$ cat src/rtl/uart_tx_if.sv
// Byte-request / serial-line bundle between a byte source and the UART transmitter.
interface uart_tx_if;
    logic [2:0] Baud_Set;
    logic [7:0] Data_Byte;
    logic       Send_En;
    logic       Rs232_Tx;
    logic       Tx_Busy;
    logic       Tx_Done;

    modport master (output Baud_Set, Data_Byte, Send_En, input Rs232_Tx, Tx_Busy, Tx_Done);
    modport slave  (input Baud_Set, Data_Byte, Send_En, output Rs232_Tx, Tx_Busy, Tx_Done);
endinterface

$ cat src/rtl/uart_tx.sv
// RS-232 transmitter: start, 8 data bits LSB first, optional parity, 1-2 stop bits.
// Baud_Set encoding matches uart_rx so both sides can share one rate select.
module uart_tx #(
    parameter int CLK_FREQ  = 50_000_000,
    parameter int PARITY    = 0,
    parameter int STOP_BITS = 1
) (
    input logic     Clk,
    input logic     Rst,
    uart_tx_if.slave bus
);
    localparam int CW = $clog2(CLK_FREQ / 9600 + 1);
    localparam logic LAST_STOP = 1'(STOP_BITS - 1);

    typedef enum logic [2:0] {IDLE, START, DATA, PAR, STOP} state_t;

    function automatic logic [CW-1:0] div_of(input logic [2:0] sel);
        case (sel)
            3'd1:    return CW'(CLK_FREQ / 19200);
            3'd2:    return CW'(CLK_FREQ / 38400);
            3'd3:    return CW'(CLK_FREQ / 57600);
            3'd4:    return CW'(CLK_FREQ / 115200);
            default: return CW'(CLK_FREQ / 9600);
        endcase
    endfunction

    state_t        state, state_n;
    logic [CW-1:0] cnt, cnt_n, div_r;
    logic [2:0]    bit_idx, bit_n;
    logic          stop_idx, stop_n;
    logic [7:0]    data_r;
    logic          par_r;
    logic          accept, wrap;
    logic          tx_r, busy_r, done_r;
    logic          tx_n, busy_n, done_n;

    always_comb begin
        state_n = state;
        cnt_n   = cnt + 1'b1;
        bit_n   = bit_idx;
        stop_n  = stop_idx;
        accept  = 1'b0;
        wrap    = (cnt == div_r - 1'b1);
        case (state)
            IDLE: begin
                cnt_n  = '0;
                accept = bus.Send_En;
            end
            START: if (wrap) begin
                state_n = DATA;
                cnt_n   = '0;
                bit_n   = '0;
            end
            DATA: if (wrap) begin
                cnt_n = '0;
                bit_n = bit_idx + 3'd1;
                if (bit_idx == 3'd7) begin
                    state_n = (PARITY != 0) ? PAR : STOP;
                    stop_n  = 1'b0;
                end
            end
            PAR: if (wrap) begin
                state_n = STOP;
                cnt_n   = '0;
                stop_n  = 1'b0;
            end
            STOP: if (wrap) begin
                cnt_n  = '0;
                stop_n = stop_idx + 1'b1;
                if (stop_idx == LAST_STOP) begin
                    state_n = IDLE;
                    // a request in the Tx_Done cycle chains with no idle gap
                    accept  = bus.Send_En;
                end
            end
            default: state_n = IDLE;
        endcase
        if (accept) begin
            state_n = START;
            cnt_n   = '0;
        end

        // outputs are registered from next-state so Tx_Done lands on the last stop clock
        done_n = (state_n == STOP) && (cnt_n == div_r - 1'b1) && (stop_n == LAST_STOP);
        busy_n = (state_n != IDLE) && !done_n;
        case (state_n)
            START:   tx_n = 1'b0;
            DATA:    tx_n = data_r[bit_n];
            PAR:     tx_n = par_r;
            default: tx_n = 1'b1;
        endcase
    end

    always_ff @(posedge Clk or posedge Rst) begin
        if (Rst) begin
            state    <= IDLE;
            cnt      <= '0;
            bit_idx  <= '0;
            stop_idx <= 1'b0;
            data_r   <= '0;
            par_r    <= 1'b0;
            div_r    <= '0;
            tx_r     <= 1'b1;
            busy_r   <= 1'b0;
            done_r   <= 1'b0;
        end else begin
            state    <= state_n;
            cnt      <= cnt_n;
            bit_idx  <= bit_n;
            stop_idx <= stop_n;
            if (accept) begin
                data_r <= bus.Data_Byte;
                div_r  <= div_of(bus.Baud_Set);
                par_r  <= (PARITY == 1) ? ~^bus.Data_Byte : ^bus.Data_Byte;
            end
            tx_r   <= tx_n;
            busy_r <= busy_n;
            done_r <= done_n;
        end
    end

    assign bus.Rs232_Tx = tx_r;
    assign bus.Tx_Busy  = busy_r;
    assign bus.Tx_Done  = done_r;
endmodule

$ cat src/flat_wrapper.sv
// flat-port wrapper written by rule: the top's interface ports become plain ports
module uart_tx_flat 
#(
    parameter int CLK_FREQ  = 50_000_000,
    parameter int PARITY    = 0,
    parameter int STOP_BITS = 1
)
  (Clk, Rst, bus_Baud_Set, bus_Data_Byte, bus_Send_En, bus_Rs232_Tx, bus_Tx_Busy, bus_Tx_Done);
  uart_tx_if bus_i ();
  input logic Clk;
  input logic Rst;
  input wire logic [$bits(bus_i.Baud_Set)-1:0] bus_Baud_Set;
  input wire logic [$bits(bus_i.Data_Byte)-1:0] bus_Data_Byte;
  input wire logic [$bits(bus_i.Send_En)-1:0] bus_Send_En;
  output wire logic [$bits(bus_i.Rs232_Tx)-1:0] bus_Rs232_Tx;
  output wire logic [$bits(bus_i.Tx_Busy)-1:0] bus_Tx_Busy;
  output wire logic [$bits(bus_i.Tx_Done)-1:0] bus_Tx_Done;
  assign bus_i.Baud_Set = bus_Baud_Set;
  assign bus_i.Data_Byte = bus_Data_Byte;
  assign bus_i.Send_En = bus_Send_En;
  assign bus_Rs232_Tx = bus_i.Rs232_Tx;
  assign bus_Tx_Busy = bus_i.Tx_Busy;
  assign bus_Tx_Done = bus_i.Tx_Done;
  uart_tx #(.CLK_FREQ(CLK_FREQ), .PARITY(PARITY), .STOP_BITS(STOP_BITS)) u_core (.Clk(Clk), .Rst(Rst), .bus(bus_i));
endmodule
$ cat config.mk
export PLATFORM = sky130hd
export DESIGN_NAME = uart_tx_flat
export DESIGN_NICKNAME = d
export VERILOG_FILES = /design/src/rtl/uart_tx_if.sv /design/src/rtl/uart_tx.sv /design/src/flat_wrapper.sv
export SDC_FILE = /design/constraint.sdc
export NUM_CORES = 1
export LEC_CHECK = 0
export ABC_AREA = 1
export CELL_PAD_IN_SITES_DETAIL_PLACEMENT = 1
export CELL_PAD_IN_SITES_GLOBAL_PLACEMENT = 1
export CORE_MARGIN = 5
export CORE_UTILIZATION = 45
export DETAILED_ROUTE_END_ITERATION = 6
export PLACE_DENSITY = 0.79
export SETUP_SLACK_MARGIN = 0.15
export SLEW_MARGIN = 20
export SYNTH_ARGS = -nofsm -noshare
export SYNTH_HDL_FRONTEND = slang
export SYNTH_SLANG_ARGS = --single-unit
$ cat constraint.sdc
create_clock -name Clk -period 4.97 [get_ports Clk]
set_input_delay 0.994 -clock Clk [delete_from_list [all_inputs] [get_ports Clk]]
set_output_delay 0.994 -clock Clk [all_outputs]
set_load 0.03 [all_outputs]
==> results by stage <==
Run status:
- The flow ran to the end, and the final reports show no timing, DRC or antenna violations.

Clock tree:
- The H-tree was split into 2 levels.
- The number of sinks driven by the clock tree is 44.
- The clock tree root driver cell is clkbuf_8.
- After clock tree synthesis, the clock-pin slew on the worst setup and hold paths is 0.09 ns.
- The insertion delay of the later-clocked pin in the worst-skew pair is 0.30 ns.
- No sink is reached through more buffers than the 2 on the longest clock path.
- The buffer count from post-CTS setup fixing is 0.
- Post-CTS repair changed the size of 0 cells.
- TritonCTS built the clock tree.
- Clock tree synthesis inserted a total of 5 buffers.
- In this run, post-CTS hold repair placed 0 buffers.

Worst setup path:
- The largest single stage delay on the critical path is 0.50 ns.
- On the critical path, the stage with the largest delay is an instance of o211ai_1.
- Among the stages of the critical path, the cell type that occurs most often is nand2_1.
- The worst setup path is captured at a register.
- The worst setup path is of the register to register kind.
- STA classifies the critical path startpoint as a register.
- The signal on the critical path passes through inv_2, ha_1, inv_1, nand2_1, nand2_1, nand2_1, nand2_1, nor2_1, nand3_1, nor2_1, nand2_1, nor2_4, nand2_2, ha_1, o211ai_1, nand2_1, o21ai_0, nand3_1, nand3_1, nand3_1, nand2_1, nand2_1.
- The data arrival at the endpoint of the critical path is 3.62 ns.
- The number of cells on the worst reg-to-reg path is 22.
- The data required time of the critical path is 5.21 ns.
- The slack of the worst reg-to-reg path is around 1.6 ns.
- In this run the worst path has a maximum fanout of 12.
- In this run the critical register-to-register path is captured at u_core.bus.Rs232_Tx.
- The startpoint identified for the worst register-to-register timing path is u_core.div_r[1].

Layout:
- In the final layout, the share of cells above drive strength 1 is 0.1058.
- The antenna diode count is 0.
- The signed area change from the synthesized netlist to the final layout is 10.23%.
- The count of nets after finishing is 520.

Die:
- The initial utilization of the core area, before any placement, comes to 0.4558.
- The floorplan step defined a die boundary enclosing 0.009030 mm2.
- The number of placement rows is 31.
- Pin placement for this block handled 17 I/O pins.
- Measured along the x axis, the die boundary spans ~95 um.
- The floorplan step set the die height to 95.03 um.
- In this run the standard cell core region covers 0.007137 mm2.

Timing:
- Setup repair after global routing left no endpoint under its margin.
- The number of failing hold endpoints at the final stage is 0.
- The worst-case clock skew is around 0.0079 ns.
- Across all setup checks in the final design, the least slack found is between 1.5 and 2 ns.
- The final number of max-transition violations is 0.
- Timing would allow up to 295.9 MHz.
- The transition at the pin with the smallest max-transition slack is 0.9294 ns.
- Headroom to the max-slew limit came out at 0.3795.
- Setup violations remaining at the end of the flow were counted as 0.
- The final period utilization is 0.6800.
- After layout, the minimum clock period comes to 3.380 ns.
- The final total negative setup slack is 0 ns.

Hold path:
- The number of stages on the worst hold path is 2.
- For hold timing, the worst endpoint is u_core.data_r[6].
- The class of the tightest hold or removal check is register to register.
- The worst hold path begins at u_core.data_r[6].

Global route:
- The met2 track utilization from global routing is 0.3406.
- Across every metal layer, demand over resource in global routing totals 0.2079.
- The maximum number of pins on one net before global-route repair is 45.
- The via count of the first global-routing pass came to 3133.
- The number of antenna violations at the first check in global routing is 0.
- The most utilized layer in the global route result is met2.
- The met3 capacity usage during global routing is 0.02841.
- After global routing the overflow that remains totals 0.
- The first global-routing pass estimated 14.67 mm of wire.
- The met1 demand-to-capacity share in global routing is 0.2868.

Synth:
- By area the synthesized netlist is led by dfrtp_1 33%, nand2_1 17%, inv_1 9.5%.
- The Yosys step of the flow raised 0 warnings.
- The share of synthesized area in the top cell type comes to 0.3308.
- The synthesized design contains 44 register bits.
- The number of nets in the synthesized netlist is 502.
- The gate count after technology mapping is just under 500.
- For this run, the register share of the synthesized area comes to 0.3388.
- The post-synthesis async set-or-reset flop share is 1.000.
- The synthesized netlist occupies a cell area of 0.003253 mm2.
- In the post-synthesis netlist, the cell with the most instances is nand2_1.
- The flip-flop cell with the highest count after synthesis is dfrtp_1.
- The post-synthesis cell type with the largest combined area is dfrtp_1.
- By count the netlist is led by 148 x nand2_1, 82 x inv_1, 43 x dfrtp_1, 43 x nor2_1, 41 x nand3_1.
- Counting flops with a built-in enable in the synthesized netlist gives 0.
- The netlist uses 36 different library cells.
- Dividing the synthesized area by the synthesized cell count gives 6.749 um2.

Run:
- The max-capacitance violation count is 0.

Placement:
- Routability-driven placement finished with a final weighted congestion of 0.8882.
- Detailed placement finished with a half-perimeter wire length of 6.979 mm.
- The count of buffers from port buffering is 16.
- OpenSTA, run right after detailed placement, puts the worst setup slack at 1.596 ns.

Detailed routing:
- The detail-routed via count per cell is between 4 and 5.
- In the final routed layout, each cell accounts on average for 13.96 um.
- For this run, design rule violations remaining after detail routing come to 0.
- The total number of vias is approximately 3000.
- The number of design-rule violations left by the first detailed-router iteration is between 100 and 150.
- The final wirelength is ~8.4 mm.
- The number of detailed-routing iterations run before antenna repair is 4.
- The number of nets with antenna violations after detailed routing is 0.

Power:
- The worst vdd rail ir drop is 133.0 uV.
- Power spread over the standard cell area amounts to 284.6 mW/mm2.
- The analysis attributes to cell leakage a power of 1.903 nW.
flip-flops by register name, summed over array words and instances, names as in the netlist:
name and flops:
u_core.bit_idx 3, u_core.bus.Rs232_Tx 1, u_core.bus.Tx_Busy 1, u_core.bus.Tx_Done 1, u_core.cnt 13, u_core.data_r 8, u_core.div_r 12, u_core.par_r 1
u_core.state 3, u_core.stop_idx 1
cell families (layout without fill, tap and decap cells):
logic type / count (synthesis) / in the layout / share of synthesized area
simple gates: 285 / 285 / 0.4062
xor+xnor: 18 / 18 / 0.05077
fa+ha+maj: 6 / 6 / 0.02308
buf+inv: 94 / 113 / 0.1169
flops: 44 / 44 / 0.3388
compound gates: 35 / 35 / 0.06423
worst max path at each step:
stage | start | end | slack (ns) | depth (start not counted)
global placement | u_core.div_r[1] | u_core.bus.Rs232_Tx | 1.77 | 22
global route | u_core.div_r[1] | u_core.bus.Rs232_Tx | 1.23 | 20
finish | u_core.div_r[1] | u_core.bus.Rs232_Tx | 1.59 | 22
CTS | u_core.div_r[1] | u_core.bus.Rs232_Tx | 1.57 | 22
detailed placement | u_core.div_r[1] | u_core.bus.Rs232_Tx | 1.60 | 22
floorplan | u_core.div_r[1] | u_core.bus.Rs232_Tx | 2.04 | 20
layout make-up:
type | instances | area [um2]
Tap cell | 99 | 123.9
Multi-Input combinational cell | 344 | 1770
Inverter | 88 | 332.8
Timing Repair Buffer | 17 | 167.7
Fill cell | 966 | 3551
Clock buffer | 6 | 72.57
Clock inverter | 2 | 16.27
Sequential cell | 44 | 1102
critical path: cells and delay by family (launching register included):
family                   cells  cell delay, ns
AO/OA/AOI/OAI                2            0.59
adder cells (fa/ha/maj)      2            0.60
buffers and inverters        2            0.20
flip-flops                   1            0.43
AND/OR/NAND/NOR             16            1.49
through the flow:
step | hold slack (ns) | power [W] | area, um2 | util | std cells
6_report | 0.4982 | 0.001021 | 3586 | 0.5025 | 600
5_1_grt | 0.5198 | 0.001100 | 3586 | 0.5025 | 600
4_1_cts | 0.5021 | 0.001030 | 3586 | 0.5025 | 600
3_5_place_dp | 0.4794 | 0.0007959 | 3497 | 0.4900 | 592
3_3_place_gp | 0.4570 | 0.0007825 | 3497 | 0.4900 | 592
2_1_floorplan | 0.4367 | 0.0006932 | 3253 | - | 482
layout by cell type (no fill, tap or decap), drive strengths merged:
master | synthesis | layout
nand2 | 166 | 166
o21ai | 21 | 21
xor2 | 12 | 12
inv | 87 | 87
and2 | 1 | 1
nor2 | 53 | 53
xnor2 | 6 | 6
dfrtp | 43 | 43
o21a | 3 | 3
nand3b | 4 | 4
o31ai | 1 | 1
dfstp | 1 | 1
clkinvlp | 0 | 1
nand4 | 7 | 7
ha | 6 | 6
clkdlybuf4s50 | 0 | 16
a21oi | 3 | 3
clkinv | 1 | 2
o22ai | 2 | 2
or2 | 1 | 1
nand3 | 47 | 47
buf | 5 | 1
nor3 | 6 | 6
o211ai | 4 | 4
o2111ai | 1 | 1
clkbuf | 1 | 6
layer usage:
metal,vias to the layer above,share of wire
met4,0,0.018
li1,1522,-
met5,-,0
met2,36,0.44
met3,13,0.028
met1,1409,0.51
report_power, final:
| part | total, W | internal (W) | switching, W |
|---|---|---|---|
| sequential | 0.000446 | 0.000398 | 0.0000472 |
| combinational | 0.000343 | 0.000122 | 0.000221 |
| clock | 0.000232 | 0.000100 | 0.000132 |
Note: power is estimated with default switching activity, not from simulation.
